<file path="config.mk">
export PLATFORM = sky130hd
export DESIGN_NAME = counter_scan_ctrl
export DESIGN_NICKNAME = d
export VERILOG_FILES = /design/src/rtl/scan_pkg.sv /design/src/rtl/counter_scan_ctrl.sv
export SDC_FILE = /design/constraint.sdc
export NUM_CORES = 1
export LEC_CHECK = 0
export BUFFER_PORTS_ARGS = -buffer_cell sky130_fd_sc_hd__buf_4
export CORE_MARGIN = 4
export CORE_UTILIZATION = 51
export CTS_BUF_LIST = sky130_fd_sc_hd__clkbuf_4 sky130_fd_sc_hd__clkbuf_8 sky130_fd_sc_hd__clkbuf_16
export CTS_CLUSTER_DIAMETER = 200
export DETAILED_ROUTE_END_ITERATION = 16
export GPL_TIMING_DRIVEN = 0
export PLACE_DENSITY = 0.76
export RECOVER_POWER = 50
export REMOVE_ABC_BUFFERS = 1
export SYNTH_ARGS = -nofsm -noshare
export SYNTH_HDL_FRONTEND = slang
export SYNTH_SLANG_ARGS = --single-unit
</file>
<file path="constraint.sdc">
create_clock -name clk -period 2.3 [get_ports clk]
set_input_delay 0.46 -clock clk [delete_from_list [all_inputs] [get_ports clk]]
set_output_delay 0.46 -clock clk [all_outputs]
set_load 0.05 [all_outputs]
</file>
<file path="src/rtl/scan_pkg.sv">
// ---------------------------------------------------------------------------
// scan_pkg
// Shared definitions for the pulse-counter host sequencer: counter register
// map, the reset command byte, the sequencer state type and a helper that
// maps a result byte index (0..7) onto its counter register address.
// ---------------------------------------------------------------------------
package scan_pkg;

  localparam logic [7:0] CTR_ADDR_CMD   = 8'h26;
  localparam logic [7:0] CTR_ADDR_GATE  = 8'h27;
  localparam logic [7:0] CTR_CMD_RESET  = 8'h01;
  localparam logic [7:0] CTR_ADDR_NONE  = 8'h00;

  // Count and time registers are not contiguous: 8'h2A-8'h2F are unmapped.
  localparam logic [7:0] CTR_ADDR_DATA [4] = '{8'h28, 8'h29, 8'h30, 8'h31};
  localparam logic [7:0] CTR_ADDR_TIME [4] = '{8'h32, 8'h33, 8'h34, 8'h35};

  typedef enum logic [3:0] {
    ST_IDLE,
    ST_RST_WR,
    ST_GAP,
    ST_CFG_WR,
    ST_GAP2,
    ST_START,
    ST_WAIT_LO,
    ST_WAIT_HI,
    ST_SNAP,
    ST_READ,
    ST_DONE,
    ST_ABORT_WR
  } ctrl_state_t;

  // Byte 0..3 -> count LSB..MSB, byte 4..7 -> time LSB..MSB.
  function automatic logic [7:0] ctr_read_addr(input logic [2:0] idx);
    if (idx[2]) return CTR_ADDR_TIME[idx[1:0]];
    else        return CTR_ADDR_DATA[idx[1:0]];
  endfunction

endpackage

</file>
<file path="src/rtl/counter_scan_ctrl.sv">
// ---------------------------------------------------------------------------
// counter_scan_ctrl
// Host-side sequencer for one pulse counter. Accepts a gate command, resets
// and programs the counter, pulses start, waits for the stop flag to fall and
// rise again, requests a snapshot, reads the 8 result bytes and hands
// {count,time} to the packet builder. Stuck runs time out; cmd_abort cancels.
//
// Ports
//   clk, rst_n                    clock, asynchronous active-low reset
//   cmd_valid/cmd_ready/cmd_gate  gate command handshake (gate in seconds)
//   cmd_abort                     level abort of the current run
//   bus_addr/bus_wdata/bus_we     counter register bus (all registered)
//   bus_rdata                     counter read data, 2-cycle latency
//   ctr_start/ctr_stop            start pulse / counter stop flag
//   ctr_read_open                 snapshot request, high through SNAP+READ
//   res_valid/res_ready           result handshake
//   res_count/res_time/res_timeout  result payload
//   busy                          sequencer not idle
// ---------------------------------------------------------------------------
module counter_scan_ctrl
  import scan_pkg::*;
#(
  parameter int          DATA_WIDTH  = 8,
  parameter logic [31:0] WAIT_LIMIT  = 32'd200_000_000,
  parameter int          SNAP_CYCLES = 4
) (
  input  logic                    clk,
  input  logic                    rst_n,
  input  logic                    cmd_valid,
  output logic                    cmd_ready,
  input  logic [DATA_WIDTH-1:0]   cmd_gate,
  input  logic                    cmd_abort,
  output logic [DATA_WIDTH-1:0]   bus_addr,
  output logic [DATA_WIDTH-1:0]   bus_wdata,
  output logic                    bus_we,
  input  logic [DATA_WIDTH-1:0]   bus_rdata,
  output logic                    ctr_start,
  input  logic                    ctr_stop,
  output logic                    ctr_read_open,
  output logic                    res_valid,
  input  logic                    res_ready,
  output logic [4*DATA_WIDTH-1:0] res_count,
  output logic [4*DATA_WIDTH-1:0] res_time,
  output logic                    res_timeout,
  output logic                    busy
);

  localparam int RW = 4 * DATA_WIDTH;

  ctrl_state_t           state_q, state_d;
  logic [2:0]            byte_q, byte_d;
  logic [1:0]            lat_q, lat_d;
  logic [7:0]            phase_q, phase_d;
  logic [31:0]           tmo_q, tmo_d;
  logic [DATA_WIDTH-1:0] gate_q, gate_d;
  logic [RW-1:0]         count_q, count_d;
  logic [RW-1:0]         time_q, time_d;
  logic                  timeout_q, timeout_d;

  logic [DATA_WIDTH-1:0] bus_addr_q, bus_addr_d;
  logic [DATA_WIDTH-1:0] bus_wdata_q, bus_wdata_d;
  logic                  bus_we_q, bus_we_d;
  logic                  ctr_start_q, ctr_start_d;
  logic                  read_open_q, read_open_d;
  logic                  res_valid_q, res_valid_d;
  logic                  cmd_ready_q, cmd_ready_d;
  logic                  busy_q, busy_d;

  // Next-state and datapath
  always_comb begin
    state_d   = state_q;
    byte_d    = byte_q;
    lat_d     = lat_q;
    phase_d   = phase_q;
    tmo_d     = tmo_q;
    gate_d    = gate_q;
    count_d   = count_q;
    time_d    = time_q;
    timeout_d = timeout_q;

    case (state_q)
      ST_IDLE: begin
        if (cmd_valid && cmd_ready_q) begin
          gate_d    = cmd_gate;
          timeout_d = 1'b0;
          state_d   = ST_RST_WR;
        end
      end
      ST_RST_WR: begin
        phase_d = 8'd0;
        state_d = ST_GAP;
      end
      // Two idle cycles so the counter can self-clear its reset command.
      ST_GAP: begin
        if (phase_q == 8'd1) state_d = ST_CFG_WR;
        else                 phase_d = phase_q + 8'd1;
      end
      ST_CFG_WR: state_d = ST_GAP2;
      ST_GAP2:   state_d = ST_START;
      ST_START: begin
        tmo_d   = 32'd0;
        state_d = ST_WAIT_LO;
      end
      ST_WAIT_LO, ST_WAIT_HI: begin
        if (state_q == ST_WAIT_LO) begin
          // A zero-length gate drops stop for a single cycle only, which is
          // exactly the first WAIT_LO cycle.
          if (!ctr_stop) state_d = ST_WAIT_HI;
        end else if (ctr_stop) begin
          phase_d = 8'd0;
          state_d = ST_SNAP;
        end
        // tmo_q stays below WAIT_LIMIT here, so the increment cannot wrap.
        if (tmo_q >= WAIT_LIMIT) begin
          timeout_d = 1'b1;
          count_d   = '0;
          time_d    = '0;
          state_d   = ST_ABORT_WR;
        end else begin
          tmo_d = tmo_q + 32'd1;
        end
      end
      ST_SNAP: begin
        if (phase_q == 8'(SNAP_CYCLES - 1)) begin
          byte_d  = 3'd0;
          lat_d   = 2'd0;
          state_d = ST_READ;
        end else begin
          phase_d = phase_q + 8'd1;
        end
      end
      // Address goes out on the edge that enters lat 0; the counter
      // registers it one edge later; the byte is captured the edge after.
      ST_READ: begin
        if (lat_q == 2'd0) begin
          lat_d = 2'd1;
        end else begin
          lat_d = 2'd0;
          if (byte_q[2]) time_d[DATA_WIDTH*byte_q[1:0] +: DATA_WIDTH]  = bus_rdata;
          else           count_d[DATA_WIDTH*byte_q[1:0] +: DATA_WIDTH] = bus_rdata;
          if (byte_q == 3'd7) state_d = ST_DONE;
          else                byte_d  = byte_q + 3'd1;
        end
      end
      ST_DONE: begin
        if (res_valid_q && res_ready) state_d = ST_IDLE;
      end
      // Shared by timeout (which then reports) and abort (which does not).
      ST_ABORT_WR: begin
        if (timeout_q && !cmd_abort) state_d = ST_DONE;
        else begin
          timeout_d = 1'b0;
          state_d   = ST_IDLE;
        end
      end
      default: state_d = ST_IDLE;
    endcase

    // Abort overrides any same-cycle transition, including a timeout.
    if (cmd_abort && !(state_q inside {ST_IDLE, ST_DONE, ST_ABORT_WR})) begin
      timeout_d = 1'b0;
      state_d   = ST_ABORT_WR;
    end
  end

  // Registered outputs are decoded from the state being entered.
  always_comb begin
    bus_addr_d  = CTR_ADDR_NONE;
    bus_wdata_d = '0;
    bus_we_d    = 1'b0;
    case (state_d)
      ST_RST_WR, ST_ABORT_WR: begin
        bus_addr_d  = CTR_ADDR_CMD;
        bus_wdata_d = CTR_CMD_RESET;
        bus_we_d    = 1'b1;
      end
      ST_CFG_WR: begin
        bus_addr_d  = CTR_ADDR_GATE;
        bus_wdata_d = gate_d;
        bus_we_d    = 1'b1;
      end
      ST_READ: bus_addr_d = ctr_read_addr(byte_d);
      default: ;
    endcase
    ctr_start_d = (state_d == ST_START);
    read_open_d = (state_d == ST_SNAP) || (state_d == ST_READ);
    res_valid_d = (state_d == ST_DONE);
    cmd_ready_d = (state_d == ST_IDLE);
    busy_d      = (state_d != ST_IDLE);
  end

  always_ff @(posedge clk or negedge rst_n) begin
    if (!rst_n) begin
      state_q     <= ST_IDLE;
      byte_q      <= '0;
      lat_q       <= '0;
      phase_q     <= '0;
      tmo_q       <= '0;
      gate_q      <= '0;
      count_q     <= '0;
      time_q      <= '0;
      timeout_q   <= 1'b0;
      bus_addr_q  <= CTR_ADDR_NONE;
      bus_wdata_q <= '0;
      bus_we_q    <= 1'b0;
      ctr_start_q <= 1'b0;
      read_open_q <= 1'b0;
      res_valid_q <= 1'b0;
      cmd_ready_q <= 1'b1;
      busy_q      <= 1'b0;
    end else begin
      state_q     <= state_d;
      byte_q      <= byte_d;
      lat_q       <= lat_d;
      phase_q     <= phase_d;
      tmo_q       <= tmo_d;
      gate_q      <= gate_d;
      count_q     <= count_d;
      time_q      <= time_d;
      timeout_q   <= timeout_d;
      bus_addr_q  <= bus_addr_d;
      bus_wdata_q <= bus_wdata_d;
      bus_we_q    <= bus_we_d;
      ctr_start_q <= ctr_start_d;
      read_open_q <= read_open_d;
      res_valid_q <= res_valid_d;
      cmd_ready_q <= cmd_ready_d;
      busy_q      <= busy_d;
    end
  end

  assign bus_addr      = bus_addr_q;
  assign bus_wdata     = bus_wdata_q;
  assign bus_we        = bus_we_q;
  assign ctr_start     = ctr_start_q;
  assign ctr_read_open = read_open_q;
  assign res_valid     = res_valid_q;
  assign cmd_ready     = cmd_ready_q;
  assign busy          = busy_q;
  assign res_count     = count_q;
  assign res_time      = time_q;
  assign res_timeout   = timeout_q;

endmodule
</file>
==> flow_metrics.py, run 1 <==
metrics = {
    "timing": {
        "setup_violations": 17,
        "period_share_pct": 104.2,
        "worst_slew_pin_slew_ns": 0.8836,
        "period_needed_ns": 2.398,
        "fmax_mhz": 417.1,
        "slew_headroom_pct": 41.09,
        "hold_slack_ns": 0.2643,
        "drv_slew": 0,
        "skew_ns": 0.008548,
        "final_hold_viol_count": 0,
        "rsz0062_at_grt": "true",
        "fin_ws_ns": -0.09763,
    },
    "grt": {
        "grt_overflow": 0,
        "antenna_found_initial": 0,
        "grt_pass1_wl_mm": 25.72,
        "grt_pass1_vias": 5139,
        "track_usage_pct": 22.52,
        "grt_start_max_net_pins": 108,
    },
    "setup_path": {
        "crit_path_cell_trace": "nand4b_1, or4_4, o21ai_4, nand2_4, and4_4, or3_4, o21ai_1",
        "reg2reg_to": "bus_addr[2]$_DFF_PN0_",
        "crit_required_ns": 2.65,
        "critPathArrivalTime_ns": 2.75,
        "rr_worst_depth": 7,
        "start_kind": "register",
        "worstPathMaxFanout": 6,
        "slowest_stage": "or4_4",
        "reg2reg_slack_ns": -0.1,
        "crit_path_end_kind": "register",
        "slowest_delay_ns": 0.49,
        "worstReg2RegStart": "tmo_q[26]$_DFFE_PN0P_",
        "crit_start": "tmo_q[26]$_DFFE_PN0P_",
        "worstSetupPathType": "register to register",
    },
    "finish": {
        "regArea_um2": 3536,
        "insertedDiodeCount": 0,
        "multiInputGateArea_um2": 2944,
        "n_fill_cell": 871,
        "drive_above_1_share_pct": 35.31,
        "fin_area_um2": 8449,
        "stdcell_count": 927,
        "areaGrowthSynthToFinish_pct": 32.83,
        "fin_nets": 776,
    },
    "drt": {
        "drt_first_pass_iters": 5,
        "vias_per_cell": 5.620,
        "postRouteAntennaNets": 0,
        "drt_iter0_markers": 322,
        "routed_wl_mm": 16.61,
        "post_drt_wl_per_cell_um": 17.91,
        "detail_route.drc_violations": 0,
        "vias": 5210,
    },
    "power": {
        "powerDensity_nw_per_um2": 1127,
        "ir_worst_vdd_mv": 0.7210,
        "power_mw": 9.522,
        "p_leak_nw": 4.074,
    },
    "floorplanning": {
        "row_count": 40,
        "die_height_um": 119.7,
        "core_region_area_um2": 12110,
        "dieWidth_um": 119.7,
        "start_util_pct": 52.52,
        "num_io_pins": 109,
        "dieArea_um2": 14320,
    },
    "cts": {
        "worstSkewPairLatency_ns": 0.42,
        "clk_pin_slew_ns": 0.06,
        "clock-sinks": 141,
        "clock_path_buffers": 2,
        "numCtsBuffers": 17,
        "cts_tree": "yes",
        "cts_max_level": 4,
        "clock_tree.root_cell": "clkbuf_16",
    },
    "worst_hold_path": {
        "min_delay_path_depth": 2,
        "hold_end": "gate_q[0]$_DFF_PN0_",
        "min-delay-start": "cmd_gate[0]",
        "hold_path_class": "input port to register",
    },
    "yosys": {
        "avgSynthCellArea_um2": 10.73,
        "ys_seq_area_share_pct": 55.49,
        "ys.warnings.count": 0,
        "syn-instance-count": 593,
        "synth_cell_types": 62,
        "async_flop_share_pct": 100.0,
        "syn_area_um2": 6361,
        "synth_edf_count": 0,
        "synthFlopType": "dfrtp_1",
        "ys_ff_latch": 141,
    },
    "status": {
        "outcome": "complete, but fails checks",
        "violations": "negative setup slack",
    },
    "place": {
        "portBuffers": 106,
        "place_inst": 852,
        "dp_hpwl_mm": 10.15,
        "place_congestion": 0.8917,
        "placed_cell_area_um2": 7332,
    },
    "run": {
        "drv_cap": 0,
    },
}
[worst max-delay path: cells and delay by family, from the launching register on]
kind | cells | cell delay, ns
compound gates | 2 | 0.46
flops | 1 | 0.37
simple gates | 5 | 1.48
[Yosys cell counts (2+ instances only)]
cell | count | area (um2)
a211o_1 | 2 | 17.52
a21o_1 | 2 | 15.01
a21oi_1 | 13 | 65.06
a22o_1 | 2 | 17.52
a31oi_1 | 2 | 12.51
a41oi_1 | 2 | 17.52
and2_1 | 24 | 150.1
and3_1 | 7 | 43.79
and4_1 | 5 | 43.79
buf_1 | 2 | 7.510
buf_2 | 3 | 15.01
buf_4 | 2 | 15.01
clkbuf_1 | 10 | 37.54
dfrtp_1 | 140 | 3503
ha_1 | 8 | 100.1
inv_1 | 23 | 86.33
mux2_2 | 44 | 495.5
mux2i_1 | 7 | 70.07
nand2_1 | 75 | 281.5
nand2b_1 | 2 | 12.51
nand3_1 | 20 | 100.1
nand4_1 | 17 | 106.4
nand4b_1 | 2 | 17.52
nor2_1 | 49 | 183.9
nor2b_1 | 11 | 68.82
nor3_1 | 10 | 50.05
nor3b_1 | 2 | 15.01
o211ai_1 | 3 | 22.52
o21a_1 | 2 | 15.01
o21ai_0 | 37 | 185.2
o21ai_1 | 4 | 20.02
or3_1 | 4 | 25.02
or4_4 | 2 | 22.52
xnor2_1 | 6 | 52.55
xor2_1 | 22 | 192.7
[placed cells by master (no fill, tap or decap), drive strengths merged, types with 22 or more instances in the layout]
master  Yosys  layout
nor2       49      49
xor2       22      22
dfrtp     140     140
inv        23      23
buf         8     130
clkbuf     10      40
o21ai      42      42
mux2       44      44
and2       24      24
nand2      76      77
[registers in the layout, indices dropped and copies added, names as in the netlist]
| signal | flops |
|---|---|
| gate_q | 8 |
| lat_q | 1 |
| bus_addr | 6 |
| bus_we | 1 |
| ctr_start | 1 |
| res_time | 32 |
| state_q | 4 |
| byte_q | 3 |
| bus_wdata | 8 |
| busy | 1 |
| phase_q | 8 |
| ctr_read_open | 1 |
| tmo_q | 32 |
| res_valid | 1 |
| res_count | 32 |
| cmd_ready | 1 |
| res_timeout | 1 |
[timing repair]
item / 4_1_cts / 5_1_grt
pin swaps: 11 / 23
buffers inserted: 19 / 21
setup endpoints to repair: 94 / 99
resized for setup: 29 / 47
hold endpoints to repair: 34 / 0
cloned: 1 / 1
hold buffers: 1 / 0
[layout make-up]
| class | count | share of cell area, % |
|---|---|---|
| flip-flops and latches | 141 | 41.85 |
| well taps | 168 | 2.488 |
| repair buffers | 149 | 13.03 |
| inverters | 23 | 1.022 |
| clock buffers | 22 | 5.701 |
| multi-input cells | 414 | 34.84 |
| clock inverters | 10 | 1.066 |
[report_power, final]
group | switching [mW] | internal (mW) | total (mW)
sequential | 0.422 | 2.93 | 3.35
clock | 1.03 | 1.59 | 2.62
combinational | 2.35 | 1.20 | 3.55
[layer usage]
metal | track usage [%] | up-vias | share of wire, %
li1 | - | 2353 | -
met1 | 28.91 | 2560 | 41
met2 | 36.41 | 243 | 49
met3 | 6.079 | 54 | 7.2
met4 | 9.162 | 0 | 3.0
met5 | 0 | - | 0
[worst max path at each step]
stage / to / slack, ns / cells past startpoint
floorplan: tmo_q[1]$_DFFE_PN0P_ / -0.26 / 3
global placement: tmo_q[1]$_DFFE_PN0P_ / -1.15 / 3
detailed placement: res_time[31]$_DFFE_PN0P_ / -0.56 / 5
CTS: res_count[6]$_DFFE_PN0P_ / -0.10 / 6
global route: bus_addr[2]$_DFF_PN0_ / -0.16 / 7
finish: bus_addr[2]$_DFF_PN0_ / -0.1 / 7
[stage by stage]
stage | util [%] | setup TNS [ns] | setup slack (ns)
after CTS | 67.73 | -0.4887 | -0.1021
after global routing | 69.76 | -4.844 | -0.1639
after global placement | 60.14 | -46.84 | -1.153
after floorplan | - | -5.777 | -0.2551
final | 69.76 | -0.6164 | -0.09763
after detailed placement | 60.54 | -25.17 | -0.5570
[cell families (layout without fill, tap and decap cells)]
family / Yosys count / count (layout) / synth area share, %
compound gates: 82 / 83 / 8.124
xor+xnor: 28 / 28 / 3.855
fa+ha+maj: 8 / 8 / 1.574
buf+inv: 41 / 204 / 2.714
flops: 141 / 141 / 55.49
mux: 51 / 51 / 8.891
other cells: 1 / 2 / 0.05895
simple gates: 241 / 242 / 19.30
No activity file was read; power rests on OpenSTA's default activity.
==> run 2, diff against run 1 <==
--- a/config.mk
+++ b/config.mk
@@ -15,6 +15,7 @@
 export PLACE_DENSITY = 0.76
 export RECOVER_POWER = 50
 export REMOVE_ABC_BUFFERS = 1
+export SETUP_SLACK_MARGIN = 0.4
 export SYNTH_ARGS = -nofsm -noshare
 export SYNTH_HDL_FRONTEND = slang
 export SYNTH_SLANG_ARGS = --single-unit
==> run 2 against run 1 <==
The flow still finishes with violations (negative setup slack). Flip-flop and latch count stayed put. Cell count is 4.1% higher. Die area stayed put. Fmax is 5.1% lower. Critical path depth is 1 higher. Non-clock buffer count is 37 higher. Via count is 11% higher. Utilization is 7.8 points higher. Clock power is 3% higher. Combinational power is 37% higher. Largest cell class unchanged. Highest routed layer unchanged.
==> flow_metrics.py, run 2 (same netlist as run 1, synthesis figures left out) <==
metrics = {
    "status": {
        "outcome": "complete, but fails checks",
        "violations": "negative setup slack",
    },
    "timing": {
        "period_share_pct": 109.8,
        "period_needed_ns": 2.525,
        "skew_ns": 0.009068,
        "rsz0062_at_grt": "true",
        "hold_slack_ns": 0.2684,
        "fin_ws_ns": -0.2254,
        "final_hold_viol_count": 0,
        "drv_slew": 0,
        "fin_setup_tns_ns": -7.822,
        "worst_slew_pin_slew_ns": 0.9069,
        "slew_headroom_pct": 39.54,
        "fmax_mhz": 396.0,
        "setup_violations": 84,
    },
    "cts": {
        "clock_tree.root_cell": "clkbuf_16",
        "worstSkewPairLatency_ns": 0.43,
        "cts_max_level": 4,
        "clock_path_buffers": 2,
        "clock-sinks": 141,
        "clk_pin_slew_ns": 0.06,
        "cts_tree": "yes",
        "numCtsBuffers": 17,
    },
    "finish": {
        "mostFrequentLayoutCells": "dfrtp_1 (132), buf_4 (128), nor2_1 (43), nand2_1 (43), buf_6 (30)",
        "drive_above_1_share_pct": 47.05,
        "insertedDiodeCount": 0,
        "n_fill_cell": 732,
        "layout.cells.most_common": "dfrtp_1",
        "areaGrowthSynthToFinish_pct": 47.70,
        "fin_nets": 814,
        "stdcell_count": 965,
        "fin_util_pct": 77.57,
    },
    "worst_hold_path": {
        "hold_path_class": "input port to register",
    },
    "drt": {
        "wl_met3_mm": 1.770,
        "detail_route.drc_violations": 0,
        "routed_wl_mm": 21.41,
        "vias_per_cell": 6.005,
        "top_layer": "met4",
        "dr_wl_met2_mm": 10.73,
        "post_drt_wl_per_cell_um": 22.19,
        "drt_first_pass_iters": 5,
        "wirelength_met1_mm": 7.978,
        "drt_iter0_markers": 672,
        "vias": 5795,
        "postRouteAntennaNets": 0,
    },
    "floorplanning": {
        "dieArea_um2": 14320,
        "die_height_um": 119.7,
        "row_count": 40,
        "start_util_pct": 52.52,
        "dieWidth_um": 119.7,
        "num_io_pins": 109,
        "core_region_area_um2": 12110,
    },
    "grt": {
        "grt_start_max_net_pins": 108,
        "grt_pass1_wl_mm": 28.07,
        "track_usage_pct": 24.59,
        "grt_overflow": 0,
        "grt_pass1_vias": 5531,
        "antenna_found_initial": 0,
    },
    "power": {
        "powerDensity_nw_per_um2": 1162,
        "power_mw": 10.91,
        "ir_worst_vdd_mv": 0.9301,
        "p_leak_nw": 4.472,
    },
    "place": {
        "dp_hpwl_mm": 10.15,
        "portBuffers": 106,
        "place_inst": 852,
        "place_congestion": 0.8917,
    },
    "setup_path": {
        "crit_family": "simple AND/OR/NAND/NOR gates",
        "slowest_stage": "or4_4",
        "slowest_delay_ns": 0.54,
        "worstSetupPathType": "register to register",
        "reg2reg_slack_ns": -0.23,
        "worstPathMaxFanout": 5,
        "crit_required_ns": 2.58,
        "crit_path_end_kind": "register",
        "crit_path_cell_trace": "or4_4, o211ai_4, o21ai_4, buf_4, o21ai_4, nand2_4, buf_4, nor3_1",
        "critPathArrivalTime_ns": 2.80,
        "crit_buf_inv": 2,
        "start_kind": "register",
    },
    "run": {
        "drv_cap": 0,
    },
}
==> run 2: cell types whose count changed in the layout (fill, tap and decap cells not counted), sizes merged <==
| cell | change |
|---|---|
| clkdlybuf4s18 | +1 |
| nor2 | +1 |
| and2 | +1 |
| clkbuf | +1 |
| buf | +35 |
| nand2 | -1 |
==> run 2: final cells by class <==
| cell class | count | area (um2) | area share [%] |
|---|---|---|---|
| Clock buffer | 22 | 481.7 | 5.127 |
| Tap cell | 168 | 210.2 | 2.237 |
| Timing Repair Buffer | 186 | 1509 | 16.06 |
| Multi-Input combinational cell | 415 | 3476 | 37.00 |
| Clock inverter | 10 | 90.09 | 0.9588 |
| Sequential cell | 141 | 3540 | 37.67 |
| Inverter | 23 | 88.84 | 0.9455 |
==> run 2: path summary, 6_finish.rpt <==
path	from	to	cells after the start
max reg2reg	tmo_q[13]$_DFFE_PN0P_	ctr_start$_DFF_PN0_	8
min reg2reg	gate_q[3]$_DFF_PN0_	gate_q[3]$_DFF_PN0_	1
min	cmd_gate[0]	gate_q[0]$_DFF_PN0_	2
min in group asynchronous	rst_n	res_time[26]$_DFFE_PN0P_	2
max in group asynchronous	rst_n	res_time[25]$_DFFE_PN0P_	3
max	tmo_q[13]$_DFFE_PN0P_	ctr_start$_DFF_PN0_	8
==> run 2: metal layers <==
layer	global-route usage [%]	up-vias
met5	0	-
met4	10.67	0
met3	5.985	85
met2	40.85	380
met1	30.75	2889
li1	-	2441
==> run 2: repair_timing <==
item,4_1_cts,5_1_grt
gates cloned,2,3
endpoints found under the hold margin,34,0
setup endpoints to repair,134,136
pin swaps,26,46
hold buffers,1,0
gates resized for setup,81,182
buffers inserted,39,36
==> run 2: power by group <==
part / leakage (nW) / internal (mW) / switching, mW / total [mW]
clock: 0.267 / 1.59 / 1.10 / 2.69
combinational: 2.41 / 1.83 / 3.02 / 4.86
sequential: 1.79 / 2.93 / 0.433 / 3.37
==> run 2: metrics by stage <==
step / cell area (um2) / worst slack (ns)
6_report: 9395 / -0.2254
5_1_grt: 9395 / -0.2535
3_3_place_gp: 7284 / -1.153
4_1_cts: 8581 / -0.04155
3_5_place_dp: 7332 / -0.5570
2_1_floorplan: 6279 / -0.2551
==> run 3, diff against run 2 <==
--- a/config.mk
+++ b/config.mk
@@ -7,12 +7,12 @@
 export LEC_CHECK = 0
 export BUFFER_PORTS_ARGS = -buffer_cell sky130_fd_sc_hd__buf_4
 export CORE_MARGIN = 4
-export CORE_UTILIZATION = 51
+export CORE_UTILIZATION = 56
 export CTS_BUF_LIST = sky130_fd_sc_hd__clkbuf_4 sky130_fd_sc_hd__clkbuf_8 sky130_fd_sc_hd__clkbuf_16
 export CTS_CLUSTER_DIAMETER = 200
 export DETAILED_ROUTE_END_ITERATION = 16
 export GPL_TIMING_DRIVEN = 0
-export PLACE_DENSITY = 0.76
+export PLACE_DENSITY = 0.8
 export RECOVER_POWER = 50
 export REMOVE_ABC_BUFFERS = 1
 export SETUP_SLACK_MARGIN = 0.4
==> constraint.sdc (replaced) <==
create_clock -name clk -period 2.6 [get_ports clk]
set_input_delay 0.52 -clock clk [delete_from_list [all_inputs] [get_ports clk]]
set_output_delay 0.52 -clock clk [all_outputs]
set_load 0.05 [all_outputs]
==> run 3 against run 2 <==
The run now ends clean. Sequential share of layout area is 4.2 points higher. Setup slack better by 0.40 ns. Power is 23% lower. Clock power shrank 12%. Sequential power shrank 12%. Critical path depth is 1 lower. Die area decreased by 8.3%. Cell count fell by 6.6%. Critical endpoint is now bus_addr[2]$_DFF_PN0_.
==> flow_metrics.py, run 3 (same netlist as run 1, synthesis figures left out) <==
metrics = {
    "cts": {
        "worstSkewPairLatency_ns": 0.43,
        "clock-sinks": 141,
        "clock_path_buffers": 2,
        "clk_pin_slew_ns": 0.06,
        "cts_max_level": 4,
        "cts.hold.buffers_added": 0,
        "clock_tree.root_cell": "clkbuf_16",
        "numCtsBuffers": 17,
        "cts_tree": "yes",
    },
    "timing": {
        "period_share_pct": 93.39,
        "slew_headroom_pct": 14.77,
        "hold_slack_ns": 0.3367,
        "skew_ns": 0.01539,
        "period_needed_ns": 2.428,
        "drv_slew": 0,
        "fin_setup_tns_ns": 0,
        "setup_violations": 0,
        "fmax_mhz": 411.9,
        "rsz0062_at_grt": "true",
        "final_hold_viol_count": 0,
        "worst_slew_pin_slew_ns": 1.278,
    },
    "grt": {
        "antenna_found_initial": 0,
        "track_usage_pct": 25.64,
        "grt_overflow": 0,
        "grt_pass1_vias": 5369,
        "grt_pass1_wl_mm": 26.32,
        "grt_start_max_net_pins": 94,
    },
    "finish": {
        "mostFrequentLayoutCells": "dfrtp_1 (135), buf_4 (96), nand2_1 (68), nor2_1 (46), clkbuf_1 (42)",
        "areaGrowthSynthToFinish_pct": 32.79,
        "n_fill_cell": 697,
        "drive_above_1_share_pct": 31.93,
        "layout.cells.most_common": "dfrtp_1",
        "stdcell_count": 901,
        "insertedDiodeCount": 0,
        "fin_nets": 778,
    },
    "power": {
        "swShare_pct": 40.44,
        "combinationalPowerShare_pct": 36.4,
        "p_clk_share_pct": 28.3,
        "p_switching_mw": 3.408,
        "p_leak_nw": 4.038,
        "p_int_mw": 5.019,
        "powerDensity_nw_per_um2": 997.6,
        "seq_power_share_pct": 35.3,
        "ir_worst_vdd_mv": 0.8313,
    },
    "setup_path": {
        "reg2reg_to": "bus_addr[2]$_DFF_PN0_",
        "slowest_stage": "or4_4",
        "rr_worst_depth": 7,
        "reg2reg_slack_ns": 0.17,
        "worstReg2RegStart": "tmo_q[24]$_DFFE_PN0P_",
        "crit_path_cell_trace": "nand3_1, or4_4, o21ai_4, nand2_4, and4_4, or3_4, o21ai_2",
        "crit_required_ns": 2.95,
        "worstPathMaxFanout": 8,
        "start_kind": "register",
        "crit_family": "simple AND/OR/NAND/NOR gates",
        "crit_buf_inv": 0,
        "worstSetupPathType": "register to register",
        "critPathArrivalTime_ns": 2.78,
        "crit_path_end_kind": "register",
        "slowest_delay_ns": 0.56,
    },
    "place": {
        "place_congestion": 0.8439,
        "portBuffers": 106,
        "dp_hpwl_mm": 10.21,
        "place_inst": 824,
    },
    "drt": {
        "postRouteAntennaNets": 0,
        "drt_iter0_markers": 523,
        "vias_per_cell": 5.958,
        "wirelength_met1_mm": 6.850,
        "wl_met3_mm": 1.402,
        "post_drt_wl_per_cell_um": 19.44,
        "routed_wl_mm": 17.52,
        "vias": 5368,
        "drt_first_pass_iters": 5,
        "detail_route.drc_violations": 0,
        "dr_wl_met2_mm": 8.840,
        "top_layer": "met4",
    },
    "worst_hold_path": {
        "hold_path_class": "input port to register",
        "min_delay_path_depth": 2,
        "min-delay-start": "cmd_gate[0]",
        "hold_end": "gate_q[0]$_DFF_PN0_",
    },
    "floorplanning": {
        "dieArea_um2": 13130,
        "row_count": 38,
        "start_util_pct": 57.92,
        "num_io_pins": 109,
        "die_height_um": 114.6,
        "dieWidth_um": 114.6,
        "core_region_area_um2": 10980,
    },
    "status": {
        "outcome": "finished, final reports clean",
    },
    "run": {
        "drv_cap": 0,
    },
}
-- run 3: routing by layer --
metal | track usage [%] | vias to the layer above
met4 | 11.72 | 0
met3 | 5.603 | 41
li1 | - | 2371
met5 | 0 | -
met2 | 42.18 | 287
met1 | 32.48 | 2669
-- run 3: worst max path at each step --
| stage | cells after the start | slack [ns] | startpoint | to |
|---|---|---|---|---|
| after floorplan | 3 | 0.04 | state_q[1]$_DFF_PN0_ | tmo_q[1]$_DFFE_PN0P_ |
| after global placement | 3 | -0.88 | state_q[1]$_DFF_PN0_ | tmo_q[1]$_DFFE_PN0P_ |
| after detailed placement | 5 | -0.30 | state_q[3]$_DFF_PN0_ | res_time[4]$_DFFE_PN0P_ |
| after CTS | 8 | 0.24 | tmo_q[13]$_DFFE_PN0P_ | bus_wdata[3]$_DFF_PN0_ |
| after global routing | 8 | 0.11 | phase_q[2]$_DFFE_PN0P_ | bus_wdata[2]$_DFF_PN0_ |
| final | 7 | 0.17 | tmo_q[24]$_DFFE_PN0P_ | bus_addr[2]$_DFF_PN0_ |
-- run 3: layout make-up --
| cell class | instances | area (um2) | share of cell area, % |
|---|---|---|---|
| clock buffer | 19 | 440.4 | 5.214 |
| clock inverter | 13 | 141.4 | 1.674 |
| inverter | 23 | 86.33 | 1.022 |
| multi-input combinational | 414 | 3024 | 35.80 |
| sequential | 141 | 3536 | 41.86 |
| tap | 140 | 175.2 | 2.074 |
| timing repair buffer | 151 | 1044 | 12.35 |
-- run 3: power by group through the flow --
stage                     combinational, mW  sequential (mW)  clock [mW]
after CTS                              2.90             2.94        2.40
after detailed placement               2.64             2.97           0
after floorplan                        1.02             3.73           0
after global placement                 2.56             2.95           0
final                                  3.07             2.97        2.38
after global routing                   3.27             3.03        2.50
-- run 3: repair_timing --
action | in CTS | in global routing
pin swaps | 19 | 22
gates cloned | 1 | 1
resized for setup | 43 | 45
setup endpoints to repair | 109 | 113
setup buffers | 25 | 18
-- run 3: stage by stage --
step | power (mW) | utilization, % | cell area, um2 | worst slack [ns]
floorplan | 4.749 | - | 6279 | 0.04494
global placement | 5.506 | 66.01 | 7249 | -0.8769
detailed placement | 5.610 | 66.44 | 7297 | -0.3032
CTS | 8.248 | 75.21 | 8260 | 0.2445
global route | 8.797 | 76.91 | 8447 | 0.1116
finish | 8.427 | 76.91 | 8447 | 0.1720
